File: config.mk
export PLATFORM = sky130hd
export DESIGN_NAME = roba_approx_divider_flat
export DESIGN_NICKNAME = d
export VERILOG_FILES = /design/src/rtl/roba_approx_divider_if.sv /design/src/rtl/roba_approx_divider.sv /design/src/flat_wrapper.sv
export SDC_FILE = /design/constraint.sdc
export NUM_CORES = 1
export LEC_CHECK = 0
export ABC_AREA = 0
export CORE_MARGIN = 3
export CORE_UTILIZATION = 56
export CTS_BUF_LIST = sky130_fd_sc_hd__clkbuf_4 sky130_fd_sc_hd__clkbuf_8
export CTS_CLUSTER_SIZE = 25
export DETAILED_ROUTE_END_ITERATION = 7
export HOLD_SLACK_MARGIN = 0.1
export PLACE_DENSITY = 0.84
export SETUP_SLACK_MARGIN = 0.1
export SLEW_MARGIN = 30
export SYNTH_ARGS = -nofsm -noshare
export SYNTH_HDL_FRONTEND = slang
export SYNTH_SLANG_ARGS = --single-unit
File: constraint.sdc
create_clock -name clk -period 5.2 [get_ports clk]
set_clock_uncertainty 0.05 [all_clocks]
set_input_delay 1.56 -clock clk [delete_from_list [all_inputs] [get_ports clk]]
set_output_delay 1.56 -clock clk [all_outputs]
set_load 0.01 [all_outputs]
File: src/rtl/roba_approx_divider_if.sv
// Handshake bundle for the approximate divider.
//   in_valid / in_ready   : operand transfer (dividend, divisor)
//   out_valid / out_ready : result transfer (quotient, div_by_zero)
// master drives operands and accepts results; slave is the divider.
interface roba_approx_divider_if #(
  parameter int DATA_W = 32
);
  logic              in_valid;
  logic              in_ready;
  logic [DATA_W-1:0] dividend;
  logic [DATA_W-1:0] divisor;
  logic              out_valid;
  logic              out_ready;
  logic [DATA_W-1:0] quotient;
  logic              div_by_zero;

  modport master (
    output in_valid, dividend, divisor, out_ready,
    input  in_ready, out_valid, quotient, div_by_zero
  );

  modport slave (
    input  in_valid, dividend, divisor, out_ready,
    output in_ready, out_valid, quotient, div_by_zero
  );
endinterface

File: src/rtl/roba_approx_divider.sv
// Sequential signed approximate divider, the inverse of the rounding-based
// approximate multiplier. Each operand magnitude is cut to its TRUNC_BITS
// most significant bits (from the leading one), the truncated values are
// divided exactly by a bit-serial restoring divider, and the quotient is
// rescaled by the difference of the two truncation shifts, re-signed and
// saturated. One division in flight.
// Ports:
//   clk    rising-edge clock
//   rst_n  asynchronous active-low reset
//   bus    slave side of roba_approx_divider_if:
//          in_valid/in_ready/dividend/divisor      operand handshake
//          out_valid/out_ready/quotient/div_by_zero result handshake
module roba_approx_divider #(
  parameter int DATA_W     = 32,
  parameter int TRUNC_BITS = 8
) (
  input  logic                  clk,
  input  logic                  rst_n,
  roba_approx_divider_if.slave  bus
);

  localparam int SH_W  = $clog2(DATA_W);
  localparam int CNT_W = $clog2(TRUNC_BITS + 1);
  localparam int MAG_W = 2 * DATA_W;

  typedef enum logic [2:0] {
    S_IDLE,
    S_NORM,
    S_DIV,
    S_FIX,
    S_DONE
  } state_t;

  state_t state;
  logic [CNT_W-1:0] cnt;

  // Operands captured at the accepting edge
  logic signed [DATA_W-1:0] x_p0;
  logic signed [DATA_W-1:0] y_p0;

  // Normalised operands
  logic [TRUNC_BITS-1:0] bt_p1;
  logic [SH_W-1:0]       sa_p1;
  logic [SH_W-1:0]       sb_p1;
  logic                  sign_p1;
  logic                  bzero_p1;
  logic                  xneg_p1;

  // Restoring divider: qt_p2 starts holding the truncated dividend and
  // shifts quotient bits in from the LSB as dividend bits leave the MSB.
  logic [TRUNC_BITS:0]   rem_p2;
  logic [TRUNC_BITS-1:0] qt_p2;

  // Absolute value as an unsigned magnitude; the most negative value maps
  // onto 2^(DATA_W-1), which is representable unsigned.
  function automatic logic [DATA_W-1:0] magnitude(input logic signed [DATA_W-1:0] v);
    logic [DATA_W-1:0] u;
    u = v;
    return v[DATA_W-1] ? (~u + 1'b1) : u;
  endfunction

  // Right shift that leaves TRUNC_BITS significant bits; zero for small or
  // zero magnitudes.
  function automatic logic [SH_W-1:0] trunc_shift(input logic [DATA_W-1:0] m);
    int lo;
    lo = 0;
    for (int i = 0; i < DATA_W; i++) begin
      if (m[i]) lo = i;
    end
    if (lo >= TRUNC_BITS) return SH_W'(lo - TRUNC_BITS + 1);
    return '0;
  endfunction

  // Clamp the rescaled magnitude to the signed range and apply the sign.
  function automatic logic [DATA_W-1:0] saturate(input logic [MAG_W-1:0] m, input logic neg);
    logic [MAG_W-1:0]  pos_lim;
    logic [MAG_W-1:0]  neg_lim;
    logic [DATA_W-1:0] m_lo;
    pos_lim = {{(MAG_W-DATA_W+1){1'b0}}, {(DATA_W-1){1'b1}}};
    neg_lim = pos_lim + 1'b1;
    m_lo    = m[DATA_W-1:0];
    if (!neg && (m > pos_lim)) return {1'b0, {(DATA_W-1){1'b1}}};
    if (neg && (m > neg_lim))  return {1'b1, {(DATA_W-1){1'b0}}};
    return neg ? (~m_lo + 1'b1) : m_lo;
  endfunction

  logic [DATA_W-1:0]       a_c;
  logic [DATA_W-1:0]       b_c;
  logic [SH_W-1:0]         sa_c;
  logic [SH_W-1:0]         sb_c;
  logic [TRUNC_BITS:0]     rem_trial;
  logic                    q_bit;
  logic [TRUNC_BITS:0]     rem_next;
  logic signed [SH_W:0]    d_c;
  logic [SH_W:0]           d_abs;
  logic [MAG_W-1:0]        q_ext;
  logic [MAG_W-1:0]        mag_c;
  logic [DATA_W-1:0]       quot_c;

  always_comb begin
    a_c  = magnitude(x_p0);
    b_c  = magnitude(y_p0);
    sa_c = trunc_shift(a_c);
    sb_c = trunc_shift(b_c);

    rem_trial = {rem_p2[TRUNC_BITS-1:0], qt_p2[TRUNC_BITS-1]};
    q_bit     = (rem_trial >= {1'b0, bt_p1});
    rem_next  = q_bit ? (rem_trial - {1'b0, bt_p1}) : rem_trial;

    d_c   = $signed({1'b0, sa_p1}) - $signed({1'b0, sb_p1});
    d_abs = d_c[SH_W] ? $unsigned(-d_c) : $unsigned(d_c);
    q_ext = MAG_W'(qt_p2);
    mag_c = d_c[SH_W] ? (q_ext >> d_abs) : (q_ext << d_abs);

    if (bzero_p1) quot_c = xneg_p1 ? {1'b1, {(DATA_W-1){1'b0}}} : {1'b0, {(DATA_W-1){1'b1}}};
    else          quot_c = saturate(mag_c, sign_p1);
  end

  // Control and registered outputs
  always_ff @(posedge clk or negedge rst_n) begin
    if (!rst_n) begin
      state           <= S_IDLE;
      cnt             <= '0;
      bus.in_ready    <= 1'b1;
      bus.out_valid   <= 1'b0;
      bus.quotient    <= '0;
      bus.div_by_zero <= 1'b0;
    end else begin
      case (state)
        S_IDLE: begin
          if (bus.in_valid) begin
            bus.in_ready <= 1'b0;
            state        <= S_NORM;
          end
        end
        S_NORM: begin
          cnt   <= CNT_W'(TRUNC_BITS - 1);
          state <= (b_c == '0) ? S_FIX : S_DIV;
        end
        S_DIV: begin
          if (cnt == '0) state <= S_FIX;
          else           cnt   <= cnt - 1'b1;
        end
        S_FIX: begin
          bus.quotient    <= quot_c;
          bus.div_by_zero <= bzero_p1;
          bus.out_valid   <= 1'b1;
          state           <= S_DONE;
        end
        S_DONE: begin
          if (bus.out_ready) begin
            bus.out_valid <= 1'b0;
            bus.in_ready  <= 1'b1;
            state         <= S_IDLE;
          end
        end
        default: state <= S_IDLE;
      endcase
    end
  end

  // Datapath registers
  always_ff @(posedge clk) begin
    case (state)
      // capture: p0
      S_IDLE: begin
        if (bus.in_valid) begin
          x_p0 <= bus.dividend;
          y_p0 <= bus.divisor;
        end
      end
      // normalise: p0 -> p1, seed divider p2
      S_NORM: begin
        bt_p1    <= TRUNC_BITS'(b_c >> sb_c);
        sa_p1    <= sa_c;
        sb_p1    <= sb_c;
        sign_p1  <= x_p0[DATA_W-1] ^ y_p0[DATA_W-1];
        bzero_p1 <= (b_c == '0);
        xneg_p1  <= x_p0[DATA_W-1];
        qt_p2    <= TRUNC_BITS'(a_c >> sa_c);
        rem_p2   <= '0;
      end
      // divide: one quotient bit per cycle into p2
      S_DIV: begin
        rem_p2 <= rem_next;
        qt_p2  <= {qt_p2[TRUNC_BITS-2:0], q_bit};
      end
      default: ;
    endcase
  end

endmodule
File: src/flat_wrapper.sv
// flat-port wrapper written by rule: the top's interface ports become plain ports
module roba_approx_divider_flat 
#(
  parameter int DATA_W     = 32,
  parameter int TRUNC_BITS = 8
)
  (clk, rst_n, bus_in_valid, bus_dividend, bus_divisor, bus_out_ready, bus_in_ready, bus_out_valid, bus_quotient, bus_div_by_zero);
  roba_approx_divider_if #(.DATA_W(DATA_W)) bus_i ();
  input  logic clk;
  input  logic rst_n;
  input wire logic [$bits(bus_i.in_valid)-1:0] bus_in_valid;
  input wire logic [$bits(bus_i.dividend)-1:0] bus_dividend;
  input wire logic [$bits(bus_i.divisor)-1:0] bus_divisor;
  input wire logic [$bits(bus_i.out_ready)-1:0] bus_out_ready;
  output wire logic [$bits(bus_i.in_ready)-1:0] bus_in_ready;
  output wire logic [$bits(bus_i.out_valid)-1:0] bus_out_valid;
  output wire logic [$bits(bus_i.quotient)-1:0] bus_quotient;
  output wire logic [$bits(bus_i.div_by_zero)-1:0] bus_div_by_zero;
  assign bus_i.in_valid = bus_in_valid;
  assign bus_i.dividend = bus_dividend;
  assign bus_i.divisor = bus_divisor;
  assign bus_i.out_ready = bus_out_ready;
  assign bus_in_ready = bus_i.in_ready;
  assign bus_out_valid = bus_i.out_valid;
  assign bus_quotient = bus_i.quotient;
  assign bus_div_by_zero = bus_i.div_by_zero;
  roba_approx_divider #(.DATA_W(DATA_W), .TRUNC_BITS(TRUNC_BITS)) u_core (.clk(clk), .rst_n(rst_n), .bus(bus_i));
endmodule
==> results of run 1 <==
-- cell type report --
type / instances / share of cell area
Clock buffer: 17 / 0.0131
Clock inverter: 15 / 0.0102
Inverter: 61 / 0.0130
Multi-Input combinational cell: 1453 / 0.575
Sequential cell: 143 / 0.229
Tap cell: 330 / 0.0232
Timing Repair Buffer: 281 / 0.136
-- routing by layer --
metal	routed length, um	vias to the layer above	share of wire
met5	0	-	0
met4	2500	0	0.053
met3	3780	210	0.080
met2	22000	933	0.46
met1	19100	7333	0.40
li1	-	7143	-
-- worst reg2reg max path, stage by stage (launching register included) --
cell,delay [ps]
sky130_fd_sc_hd__edfxtp_1,450
sky130_fd_sc_hd__or3_4,450
sky130_fd_sc_hd__or4_4,550
sky130_fd_sc_hd__clkbuf_4,210
sky130_fd_sc_hd__o41ai_1,310
sky130_fd_sc_hd__xor2_1,280
sky130_fd_sc_hd__nand2_1,120
sky130_fd_sc_hd__o31ai_2,320
sky130_fd_sc_hd__nand2_2,140
sky130_fd_sc_hd__ha_1,270
sky130_fd_sc_hd__and4_1,160
sky130_fd_sc_hd__a311o_2,430
sky130_fd_sc_hd__buf_12,170
sky130_fd_sc_hd__mux2i_2,210
sky130_fd_sc_hd__o21ai_1,100
sky130_fd_sc_hd__a221o_1,320
sky130_fd_sc_hd__mux2_2,270
-- metrics by stage --
stage                     instance area, um2   util  hold WS [ps]  TNS [ps]  worst slack (ps)
after floorplan                        14600      -           374         0               259
after global placement                 16500  0.648           429         0              54.4
after detailed placement               16500  0.649           438     -90.9             -42.9
after CTS                              17000  0.670           462         0               100
after global routing                   17800  0.701           475     -98.6             -62.5
final                                  17800  0.701           452         0               143
-- worst max-delay path by stage --
stage,startpoint,end,slack (ps),cells past startpoint
floorplan,u_core.x_p0[0]$_DFFE_PP_,u_core.qt_p2[1]$_DFFE_PP_,260,21
global placement,u_core.sa_p1[0]$_DFFE_PP_,u_core.bus.quotient[25]$_DFFE_PN0P_,50,17
detailed placement,u_core.sa_p1[0]$_DFFE_PP_,u_core.bus.quotient[25]$_DFFE_PN0P_,-40,17
CTS,u_core.y_p0[19]$_DFFE_PP_,u_core.bt_p1[2]$_DFFE_PP_,100,16
global route,u_core.y_p0[5]$_DFFE_PP_,u_core.bt_p1[2]$_DFFE_PP_,-60,18
finish,u_core.y_p0[14]$_DFFE_PP_,u_core.bt_p1[2]$_DFFE_PP_,140,16
-- flip-flops by register name (all words and copies together), names as in the netlist --
name                    cells
u_core.bzero_p1             1
u_core.sign_p1              1
u_core.sa_p1                5
u_core.x_p0                32
u_core.sb_p1                5
u_core.bus.in_ready         1
u_core.state                3
u_core.cnt                  4
u_core.bus.div_by_zero      1
u_core.rem_p2               8
u_core.xneg_p1              1
u_core.bus.out_valid        1
u_core.y_p0                32
u_core.qt_p2                8
u_core.bt_p1                8
u_core.bus.quotient        32
-- placed cells by master, fill, tap and decap left out, drive strengths merged, types with 40 or more instances in the layout --
master,synthesis,routed
nor2,180,180
buf,44,179
nand2,150,150
o21ai,117,118
a21oi,108,108
clkdlybuf4s50,0,101
edfxtp,101,101
mux2i,98,98
inv,58,67
nor3,63,63
nand3,60,60
dfrtp,41,41
xnor2,40,40
-- repair_timing --
item                       in CTS  in global routing
pin swaps                       3                 19
setup endpoints to repair      32                 43
cloned                          0                  3
hold buffers                    0                  0
setup buffers                  12                 38
gates resized for setup         9                 92
-- cell families (layout without fill, tap and decap cells) --
logic type	count (synthesis)	after routing	share of synthesized area
muxes	117	117	0.0839
AOI/OAI and AO/OA	555	556	0.270
xor gates and xnor gates	78	78	0.0490
buffers and inverters	178	374	0.0532
adders and majority gates	24	24	0.0217
and+or+nand+nor	676	678	0.241
DFF	143	143	0.281
==> results.sh, run 1 <==
export IMPL_number_of_different_library_cells_in_the_post_synthesis_netlist=116
export IMPL_areaGrowthSynthToFinish_pct=22.4
export IMPL_synth_area_um2=14600
export IMPL_ys_seq_area_frac=0.281
export IMPL_tritoncts_num_buffers=17
export IMPL_yosys_top_cells_area="sky130_fd_sc_hd__edfxtp_1, sky130_fd_sc_hd__dfrtp_1, sky130_fd_sc_hd__mux2i_1"
export IMPL_synthesis_nets=1863
export IMPL_worst_setup_path_end_kind="flip-flop"
export IMPL_endpoint_of_the_worst_hold_timing_path="u_core.bus.div_by_zero$_DFFE_PN0P_"
export IMPL_worst_slew_pin_transition_ps=895
export IMPL_drt_iter0_markers=1923
export IMPL_pin_count_of_the_biggest_net_entering_global_routing=65
export IMPL_async_s_r_ff_share_synth=0.294
export IMPL_drt_pass1_iter_count=7
export IMPL_cts_buffer_depth=2
export IMPL_hp_class="flip-flop to flip-flop"
export IMPL_critical_path_max_fanout=11
export IMPL_final_max_slew_viol_count=0
export IMPL_design_final_nets=2049
export IMPL_ys_flop_type="sky130_fd_sc_hd__edfxtp_1"
export IMPL_worst_setup_path_start_kind="flip-flop"
export IMPL_hold_path_startpoint="u_core.bus.div_by_zero$_DFFE_PN0P_"
export IMPL_slew_headroom=0.403
export IMPL_synthTopCellsByCount="sky130_fd_sc_hd__nor2_1, sky130_fd_sc_hd__nand2_1, sky130_fd_sc_hd__a21oi_1, sky130_fd_sc_hd__edfxtp_1"
export IMPL_design_die_area_um2=28000
export IMPL_crit_chain="or3_4, or4_4, clkbuf_4, o41ai_1, xor2_1, nand2_1, o31ai_2, nand2_2, ha_1, and4_1, a311o_2, buf_12, mux2i_2, o21ai_1, a221o_1, mux2_2"
export IMPL_setup_violations_final=0
export IMPL_run_status="finished, final reports clean"
export IMPL_ys_warn_count=0
export IMPL_clk_pin_slew_worst_paths_ps=110
export IMPL_timing_critical_path_max_delay_family="compound AO/OA/AOI/OAI gates"
export IMPL_starting_density=0.573
export IMPL_core_um2=25400
export IMPL_finalHoldViolations=0
export IMPL_unrepaired_setup_endpoints_after_global_routing="yes"
export IMPL_timing_worst_setup_path_type="flip-flop to flip-flop"
export IMPL_layout_filler_cells=1997
export IMPL_drt_wl_total_um=47400
export IMPL_multi_input_comb_area_um2=10200
export IMPL_critical_path_data_arrival_time_ps=5220
export IMPL_placedCellCount=2215
export IMPL_r2r_path_end="u_core.bt_p1[2]$_DFFE_PP_"
export IMPL_layout_drive_gt1_share=0.199
export IMPL_drtAntennaViolNets=0
export IMPL_die_h_um=167
export IMPL_worstHoldPathCells=2
export IMPL_ctsHtreeMaxLevel=4
export IMPL_detailedPlacementHpwl_um=34400
export IMPL_clk_latency_ps=470
export IMPL_max_cap_viol_count=0
export IMPL_min_period_ps=5060
export IMPL_overall_track_demand_over_capacity_in_global_routing=0.314
export IMPL_port_buffer_count=102
export IMPL_antenna_found_initial=0
export IMPL_vias=15600
export IMPL_yosys_top_cell_area_share=0.208
export IMPL_antenna_diode_count=0
export IMPL_grt_use_met2=0.519
export IMPL_ys_seq_elements=143
export IMPL_fmax_mhz=198
export IMPL_globalRouteOverflowTotal=0
export IMPL_timing_critical_path_required_ps=5360
export IMPL_busiest_layer="met2"
export IMPL_timing_critical_path_buf_inv=2
export IMPL_r2r_setup_slack_ps=140
export IMPL_gpl_final_weighted_congestion=0.992
export IMPL_syn_instance_count=1771
export IMPL_tritoncts="done"
export IMPL_root_buffer="sky130_fd_sc_hd__clkbuf_8"
export IMPL_final_cells=2300
export IMPL_synth_edf_count=101
export IMPL_drc=0
export IMPL_cts_sink_count=143
export IMPL_worstReg2RegStart="u_core.y_p0[14]$_DFFE_PP_"
export IMPL_grt_first_pass_wirelength_um=73600
export IMPL_globalRouteMet1Util=0.407
export IMPL_first_global_vias=14500
export IMPL_route_detailed_wl_per_inst_um=20.6
export IMPL_slowest_delay_ps=550
export IMPL_dieWidth_um=167
export IMPL_gr_usage_met3=0.0470
export IMPL_floorplan_io_pins=103
export IMPL_yosys_cell_count_top_type="sky130_fd_sc_hd__nor2_1"
export IMPL_fin_crit_sh=0.973
export IMPL_placement_rows=58
export IMPL_post_synth_top_area_cell="sky130_fd_sc_hd__edfxtp_1"
export IMPL_regArea_um2=4090
export IMPL_syn_avg_cell_area_um2=8.22
export IMPL_cp_slowest_cell="sky130_fd_sc_hd__or4_4"
export IMPL_viasPerCell=6.79
export IMPL_reg2reg_depth=16
Power of run 1 is left out: the tool's default activity adds up to more than one toggle a clock period on the data nets, which glitch-free logic cannot reach.
==> run 2: changes to the inputs <==
- CTS_CLUSTER_DIAMETER: default -> 120
==> results of run 2 <==
No change in the layout: final DEF, timing and power equal those of run 1.
Power of run 2 is left out for the same reason.
